### src/rtl/pattern_producer_pkg.sv
`default_nettype none
// ============================================================================
//  Module   : pattern_producer_pkg
//  Purpose  : Shared encodings for the pattern producer: data mode codes and
//             the two-state control FSM.
//  Revision : 1.0  initial release
// ============================================================================
package pattern_producer_pkg;

    // Data pattern modes as presented on the mode input
    localparam logic [1:0] MODE_INC   = 2'd0;
    localparam logic [1:0] MODE_DEC   = 2'd1;
    localparam logic [1:0] MODE_LFSR  = 2'd2;
    localparam logic [1:0] MODE_CONST = 2'd3;

    // Control FSM: waiting for start, or streaming beats
    typedef enum logic [0:0] {
        ST_IDLE = 1'b0,
        ST_RUN  = 1'b1
    } state_t;

endpackage : pattern_producer_pkg
`default_nettype wire

### src/rtl/pattern_producer_next.sv
`default_nettype none
// ============================================================================
//  Module   : pattern_producer_next
//  Purpose  : Combinational successor of the current data word for the
//             selected pattern mode (increment, decrement, Galois LFSR, const).
//  Revision : 1.0  initial release
// ============================================================================
module pattern_producer_next
    import pattern_producer_pkg::*;
#(
    parameter int               DATA_W    = 8,
    parameter logic [DATA_W-1:0] LFSR_TAPS = 8'hB8
) (
    input  logic [1:0]        mode,
    input  logic [DATA_W-1:0] data,
    input  logic [DATA_W-1:0] step,
    output logic [DATA_W-1:0] next_data
);

    // Select the next word; arithmetic wraps modulo 2^DATA_W by width
    always_comb begin
        next_data = data;
        case (mode)
            MODE_INC:   next_data = data + step;
            MODE_DEC:   next_data = data - step;
            MODE_LFSR:  next_data = data[0] ? ((data >> 1) ^ LFSR_TAPS) : (data >> 1);
            MODE_CONST: next_data = data;
            default:    next_data = data;
        endcase
    end

endmodule : pattern_producer_next
`default_nettype wire

### src/rtl/pattern_producer.sv
`default_nettype none
// ============================================================================
//  Module   : pattern_producer
//  Purpose  : Test-data source emitting a finite or free-running burst of
//             pattern words under a valid/ready handshake, with last/done.
//  Revision : 1.0  initial release
// ============================================================================
module pattern_producer
    import pattern_producer_pkg::*;
#(
    parameter int                DATA_W    = 8,
    parameter int                COUNT_W   = 8,
    parameter logic [DATA_W-1:0] LFSR_TAPS = 8'hB8
) (
    input  logic               pattern_producer_iclk,
    input  logic               pattern_producer_irst_n,
    input  logic               pattern_producer_start,
    input  logic               pattern_producer_abort,
    input  logic [1:0]         pattern_producer_mode,
    input  logic [DATA_W-1:0]  pattern_producer_seed,
    input  logic [DATA_W-1:0]  pattern_producer_step,
    input  logic [COUNT_W-1:0] pattern_producer_burst_len,
    input  logic               pattern_producer_ready,
    output logic [DATA_W-1:0]  pattern_producer_data,
    output logic               pattern_producer_valid,
    output logic               pattern_producer_last,
    output logic               pattern_producer_done,
    output logic               pattern_producer_busy
);

    state_t             state;
    state_t             state_nxt;

    logic [1:0]         mode_r;
    logic [DATA_W-1:0]  step_r;
    logic [COUNT_W-1:0] len_r;
    logic [COUNT_W-1:0] cnt;
    logic [DATA_W-1:0]  data_r;
    logic               done_r;

    logic [DATA_W-1:0]  next_data;
    logic [DATA_W-1:0]  seed_eff;
    logic               in_run;
    logic               accept;
    logic               is_last;

    logic               load;
    logic               advance;
    logic               finish;
    logic               stop;

    // valid and busy are both exactly "in RUN"; they drop together on finish/abort
    assign in_run  = (state == ST_RUN);
    assign accept  = in_run & pattern_producer_ready;
    assign is_last = in_run & (len_r != '0) & (cnt == (len_r - COUNT_W'(1)));

    // An all-zero LFSR never leaves zero, so a zero seed is replaced by 1
    assign seed_eff = ((pattern_producer_mode == MODE_LFSR) && (pattern_producer_seed == '0))
                    ? DATA_W'(1) : pattern_producer_seed;

    pattern_producer_next #(
        .DATA_W    (DATA_W),
        .LFSR_TAPS (LFSR_TAPS)
    ) u_next (
        .mode      (mode_r),
        .data      (data_r),
        .step      (step_r),
        .next_data (next_data)
    );

    // State register
    always_ff @(posedge pattern_producer_iclk or negedge pattern_producer_irst_n) begin
        if (!pattern_producer_irst_n) begin
            state <= ST_IDLE;
        end else begin
            state <= state_nxt;
        end
    end

    // Next-state and datapath control; abort has priority over a pending accept
    always_comb begin
        state_nxt = state;
        load      = 1'b0;
        advance   = 1'b0;
        finish    = 1'b0;
        stop      = 1'b0;
        case (state)
            ST_IDLE: begin
                if (pattern_producer_start) begin
                    state_nxt = ST_RUN;
                    load      = 1'b1;
                end
            end
            ST_RUN: begin
                if (pattern_producer_abort) begin
                    state_nxt = ST_IDLE;
                    stop      = 1'b1;
                end else if (accept) begin
                    advance = 1'b1;
                    if (is_last) begin
                        state_nxt = ST_IDLE;
                        finish    = 1'b1;
                    end
                end
            end
            default: begin
                state_nxt = ST_IDLE;
            end
        endcase
    end

    // Config latches, beat counter, data word and done pulse
    always_ff @(posedge pattern_producer_iclk or negedge pattern_producer_irst_n) begin
        if (!pattern_producer_irst_n) begin
            mode_r <= MODE_INC;
            step_r <= '0;
            len_r  <= '0;
            cnt    <= '0;
            data_r <= '0;
            done_r <= 1'b0;
        end else begin
            done_r <= finish;
            if (load) begin
                mode_r <= pattern_producer_mode;
                step_r <= pattern_producer_step;
                len_r  <= pattern_producer_burst_len;
                cnt    <= '0;
                data_r <= seed_eff;
            end else if (advance && !finish) begin
                data_r <= next_data;
                cnt    <= cnt + COUNT_W'(1);
            end
        end
    end

    assign pattern_producer_data  = data_r;
    assign pattern_producer_valid = in_run;
    assign pattern_producer_last  = is_last;
    assign pattern_producer_done  = done_r;
    assign pattern_producer_busy  = in_run;

endmodule : pattern_producer
`default_nettype wire

### config.mk
export PLATFORM = sky130hd
export DESIGN_NAME = pattern_producer
export DESIGN_NICKNAME = d
export VERILOG_FILES = /design/src/rtl/pattern_producer_pkg.sv /design/src/rtl/pattern_producer_next.sv /design/src/rtl/pattern_producer.sv
export SDC_FILE = /design/constraint.sdc
export NUM_CORES = 1
export LEC_CHECK = 0
export BUFFER_PORTS_ARGS = -buffer_cell sky130_fd_sc_hd__buf_2
export CORE_MARGIN = 1.5
export CORE_UTILIZATION = 30
export CTS_CLUSTER_SIZE = 25
export DETAILED_ROUTE_END_ITERATION = 16
export GPL_ROUTABILITY_DRIVEN = 0
export PLACE_DENSITY = 0.47
export SYNTH_ARGS = -nofsm -noshare
export SYNTH_HDL_FRONTEND = slang
export SYNTH_HIERARCHICAL = 1
export SYNTH_SLANG_ARGS = --single-unit
### constraint.sdc
create_clock -name pattern_producer_iclk -period 2.7 [get_ports pattern_producer_iclk]
set_input_delay 0.135 -clock pattern_producer_iclk [delete_from_list [all_inputs] [get_ports pattern_producer_iclk]]
set_output_delay 0.135 -clock pattern_producer_iclk [all_outputs]
set_load 0.02 [all_outputs]
Word level (Yosys, flattened, before mapping)
Cells that the tools add are included.
W data, S select, Z words.
{"block": "totals", "regBits": 36, "latch_bits": 0, "ramBits": 0, "mem_bits_ro": 0, "inputBits": 31, "out_inout_bits": 12, "word_cells": 50, "memories": 0}
{"block": "op_classes", "n_addsub": 4, "multipliers": 0, "n_div": 0, "order_cmp": 0, "n_eq_ne": 6, "shift": 0, "muxes": 20, "bitwise": 5, "n_reduce_logical": 8}
{"cell": "$mux W8", "count": 6}
{"cell": "$pmux W8 S3", "count": 1}
{"cell": "$mux W1", "count": 12}
{"cell": "$add A8 B1 Y8 const B", "count": 1}
{"cell": "$add A8 B8 Y8", "count": 1}
{"cell": "$eq A8 B8 Y1", "count": 1}
{"cell": "$logic_not A8 Y1", "count": 1}
{"cell": "$reduce_bool A8 Y1", "count": 1}
{"cell": "$sub A8 B1 Y8 const B", "count": 1}
{"cell": "$sub A8 B8 Y8", "count": 1}
{"cell": "$eq A2 B2 Y1 const B", "count": 3}
{"cell": "$not A3 Y4", "count": 1}
{"cell": "$and A1 B1 Y1", "count": 3}
{"cell": "$eq A2 B1 Y1 const B", "count": 1}
{"cell": "$logic_and A1 B1 Y1", "count": 2}
{"cell": "$logic_not A2 Y1", "count": 1}
{"cell": "$ne A2 B2 Y1 const B", "count": 1}
{"cell": "$pmux W1 S2", "count": 1}
{"cell": "$reduce_and A2 Y1", "count": 1}
{"cell": "$reduce_bool A2 Y1", "count": 1}
{"cell": "$logic_not A1 Y1", "count": 1}
{"cell": "$not A1 Y1", "count": 1}

Longest topological paths before layout
{"block": "logic_depth", "ltp_word": 11, "depth_mapped": 13, "ltp_nobuf": 12}

Modules after synthesis
The synthesis kept the hierarchy.
{"module": "pattern_producer", "n_inst": 1, "cells_each": 223, "area_each_um2": 1968.1, "seq_area_each_um2": 900.9}
{"module": "pattern_producer_next", "n_inst": 1, "cells_each": 90, "area_each_um2": 636.9, "seq_area_each_um2": 0.0}

Worst setup path after synthesis
No wires, ideal clock.
{"block": "synth_path", "kind": "register to register", "from": "reg mode_r[1]", "to": "reg data_r[6] (netlist: pattern_producer_data[6])", "setup_time_ps": 94, "arrival_ps": 2427, "t_required_ps": 2606, "setup_slack_ps": 179, "path_stages_with_launch": 13, "n_path_buf": 2, "period_less_slack_ps": 2521, "path_cell_list": "dfrtp_1 > buf_2 > nor2b_1 > buf_2 > mux2i_1 > fa_1 > a21o_1 > a21oi_2 > nor2b_1 > or4_1 > nand3_1 > a211oi_1 > a211oi_1"}
{"block": "synth_between", "elab_chain_cells": 4, "elab_cells_between_ends": 9, "classes_between": "eq/ne (4); mux (3); reduce/logical (2)"}
{"item": "start, declared", "line": "pattern_producer.sv:34", "rtl": "logic [1:0] mode_r;"}
{"item": "start signal, assigned", "line": "pattern_producer.sv:124", "rtl": "mode_r <= pattern_producer_mode;"}
{"item": "$eq A2 B2 Y1, or another cell as far along", "line": "pattern_producer_next.sv:23", "rtl": "case (mode)"}
{"item": "$pmux W8 S3 *", "line": "pattern_producer_next.sv:23"}
{"item": "named net next_data[6]", "line": "pattern_producer.sv:41", "rtl": "logic [DATA_W-1:0] next_data;"}
{"item": "$mux W8 *", "line": "pattern_producer.sv:129", "rtl": "end else if (advance && !finish) begin"}
{"item": "$mux W8 *", "line": "pattern_producer.sv:123", "rtl": "if (load) begin"}
{"item": "end signal, assigned", "line": "pattern_producer.sv:130", "rtl": "data_r <= next_data;"}
{"item": "end, declared", "line": "pattern_producer.sv:38", "rtl": "logic [DATA_W-1:0] data_r;"}
The timed path passes the listed nets; every way through them passes the cells marked *. The select of a mux whose other input is x is not followed.
A chain may end at the register's enable or synchronous reset.

Worst setup path after layout
{"block": "layout_path", "from": "reg len_r[2]", "to": "out pattern_producer_last"}
{"block": "layout_between", "elab_chain_cells": 3, "elab_cells_between_ends": 5, "classes_between": "add/sub (1); eq/ne (1); bitwise (2); reduce/logical (1)"}
{"item": "start, declared", "line": "pattern_producer.sv:36", "rtl": "logic [COUNT_W-1:0] len_r;"}
{"item": "start signal, assigned", "line": "pattern_producer.sv:126", "rtl": "len_r <= pattern_producer_burst_len;"}
{"item": "$sub A8 B1 Y8 / $reduce_bool A8 Y1 (equally long branches)", "line": "pattern_producer.sv:55", "rtl": "assign is_last = in_run & (len_r != '0) & (cnt == (len_r - COUNT_W'(1)));"}
{"item": "$eq A8 B8 Y1 / $and A1 B1 Y1 (equally long branches)", "line": "pattern_producer.sv:55"}
{"item": "$and A1 B1 Y1 *", "line": "pattern_producer.sv:55"}
{"item": "end, declared", "line": "pattern_producer.sv:26", "rtl": "output logic pattern_producer_last,"}
Every way passes the cells marked *; elsewhere a longest branch is shown, timed or not.

==> qor.csv <==
stage,metric,value,unit
run_status,outcome,completed,
logic_synthesis,synth_area,2600,um2
sta,fin_skew,0.00996,ns
routing,via_count,2367,
global_route,grt_max_degree,37,
power_and_ir_drop,leakagePower,1.47,nW
global_route,overflow,0,
global_route,antenna_found_initial,0,
routing,wirelength,7050,um
logic_synthesis,netlist_instances,313,
setup_path,crit_arrival,2.42,ns
place,port_buffers,42,
logic_synthesis,synth_edf_count,0,
clock_network,clk_latency,0.30,ns
finish,antenna_cells,0,
routing,avgViaCountPerCell,5.03,
clock_network,cts_tree,yes,
logic_synthesis,synthMostInstantiatedCell,nand2_1,
clock_network,cts_root_buf,clkbuf_8,
setup_path,path_max_fanout,9,
routing,wl_per_cell,15.0,um
power_and_ir_drop,ir_worst_vdd,0.383,mV
clock_network,path_clk_slew,0.08,ns
clock_network,cts.path.max_buffers,2,
power_and_ir_drop,finalPower,2.97,mW
sta,timing.slew.headroom,42.8,%
routing,drtIter0Drc,54,
sta,max_slew.worst_pin.slew,0.859,ns
power_and_ir_drop,power.internal,1.70,mW
global_route,grt_pass1_vias,2204,
power_and_ir_drop,p_seq_share,28.1,%
power_and_ir_drop,comb_power_share,55.2,%
logic_synthesis,yosys_register_bits,36,
hold_path,hp-class,in2reg,
sta,post-route-period-util,94.6,%
setup_path,required,2.57,ns
power_and_ir_drop,p_per_area,942,nW/um2
sta,slew_violations,0,
finish,drive_gt1_share,24.3,%
setup_path,crit_path_start_kind,register,
floorplan,die-width,96.2,um
setup_path,rrSetupSlack,0.19,ns
routing,first_pass_iters,7,
clock_network,numCtsBuffers,5,
routing,drc,0,
sta,holdWs,0.0253,ns
logic_synthesis,synthTopCellsByArea,"dfrtp_1, nand2_1, mux2i_1",
global_route,grt_pass1_wl,11000,um
floorplan,rows,33,
sta,setup_viol,0,
place,hpwl,4970,um
logic_synthesis,ys_async_sr_fraction,100,%
routing,antenna_left,0,
job,cap_violations,0,
power_and_ir_drop,switching_share,42.6,%
floorplan,ios,43,
logic_synthesis,synth_largest_area_cell,dfrtp_1,
clock_network,htreeDepth,2,
floorplan,initial_core_util,31.4,%
global_route,grt_usage,15.8,%
setup_path,end_kind,primary output,
floorplan,core_area,8300,um2
floorplan,fp.dieH,96.2,um
logic_synthesis,synth_top_area_share,34.6,%
finish,multiInputGateArea,1590,um2
logic_synthesis,avgSynthCellArea,8.32,um2
power_and_ir_drop,pwr-share-clk,16.7,%
sta,fmax,0.391,GHz
finish,nFillCells,874,
logic_synthesis,synthFlopType,dfrtp_1,
finish,synthToLayoutAreaGrowth,21.0,%
clock_network,cts.sinks,36,
finish,seq_area,901,um2
power_and_ir_drop,p_sw,1.26,mW
sta,finalHoldViolations,0,
finish,layout.nets,408,
floorplan,die-area,9250,um2
logic_synthesis,yosys_warnings,6,
logic_synthesis,yosysSeqAreaShare,34.6,%
sta,fin_crit,2.56,ns
setup_path,crit_type,reg2out,
logic_synthesis,synth_cell_types,47,
logic_synthesis,ys_top_cells_by_count,"nand2_1, dfrtp_1, nor2_1, a211oi_1",
logic_synthesis,synth_fp_nets,356,
==> placed cells by master (no fill, tap or decap), types with 3 or more instances in the layout <==
cell type,count
nand2_1,65
buf_2,42
dfrtp_1,36
nor2_1,24
buf_4,20
a211oi_1,17
o21ai_0,15
xnor2_1,14
mux2i_1,14
inv_1,13
a21oi_1,10
ha_1,10
nand3_1,9
a31oi_1,7
xor2_1,6
nor3_1,5
nand2b_1,5
clkbuf_8,5
nor4_1,4
nand3b_1,3
nand4_1,3
a21o_1,3
==> what timing repair did <==
| action | 4_1_cts | 5_1_grt |
|---|---|---|
| buffers inserted | 0 | 9 |
| gates resized for setup | 0 | 7 |
| endpoints found under the hold margin | 36 | 0 |
| hold buffers | 1 | 0 |
| setup endpoints to repair | 0 | 1 |
==> layout make-up <==
| cell class | count | area share [%] |
|---|---|---|
| multi-input combinational | 246 | 50.4 |
| sequential | 36 | 28.6 |
| timing repair buffer | 63 | 11.8 |
| tap | 105 | 4.17 |
| clock buffer | 5 | 2.18 |
| inverter | 13 | 1.55 |
| clock inverter | 3 | 1.35 |
==> power by group through the flow <==
| stage | clock (mW) | sequential (mW) | combinational (mW) |
|---|---|---|---|
| 2_1_floorplan | 0 | 0.858 | 1.09 |
| 5_1_grt | 0.535 | 0.854 | 1.82 |
| 3_3_place_gp | 0 | 0.841 | 1.49 |
| 4_1_cts | 0.511 | 0.834 | 1.50 |
| 3_5_place_dp | 0 | 0.844 | 1.50 |
| 6_report | 0.496 | 0.834 | 1.64 |
==> final timing paths <==
path | endpoint | start | cells past startpoint
worst max-delay path | pattern_producer_last | len_r[2] | 6
worst min-delay path | len_r[2] | pattern_producer_burst_len[2] | 3
worst max register to register | pattern_producer_data[6] | step_r[0] | 11
worst min register to register | len_r[7] | len_r[7] | 2
max in group asynchronous | len_r[7] | pattern_producer_irst_n | 2
min in group asynchronous | pattern_producer_data[6] | pattern_producer_irst_n | 2
==> flip-flops by register name, summed over array words and instances, names as in the netlist <==
signal and count:
step_r 8, cnt 8, len_r 8, pattern_producer_done 1
pattern_producer_busy 1, mode_r 2, pattern_producer_data 8
==> logic make-up after synthesis <==
logic type                 count (synthesis)  synth area share (%)
and+or+nand+nor                          137                  24.6
AOI/OAI and AO/OA                         61                  16.3
DFF                                       36                  34.6
buffers and inverters                     31                  5.48
xor gates and xnor gates                  20                  6.72
muxes                                     16                  6.20
adders and majority gates                 12                  6.05
==> through the flow <==
step           worst slack [ns]  TNS (ns)  cell area [um2]  utilization [%]  instances
6_report                  0.145         0             3150             38.0        471
5_1_grt                 -0.0123   -0.0123             3150             38.0        471
4_1_cts                   0.121         0             3060             36.9        462
3_5_place_dp              0.128         0             2940             35.4        453
3_3_place_gp              0.192         0             2940             35.4        453
2_1_floorplan             0.179         0             2610                -        313
==> critical path, stage by stage, from the launching register on <==
cell and delay (ns):
dfrtp_1 0.48, or4_4 0.60, o21ai_0 0.19, and4bb_2 0.25, nand3_1 0.25, nor2_1 0.18
buf_2 0.18
==> routing by layer <==
metal,global-route usage (%),up-vias,share of wire [%]
met1,20.2,1134,44
met5,0,-,0
met4,2.94,0,0.70
li1,-,1189,-
met3,3.63,7,3.4
met2,27.1,37,52
(Power assumes the default switching activity.)
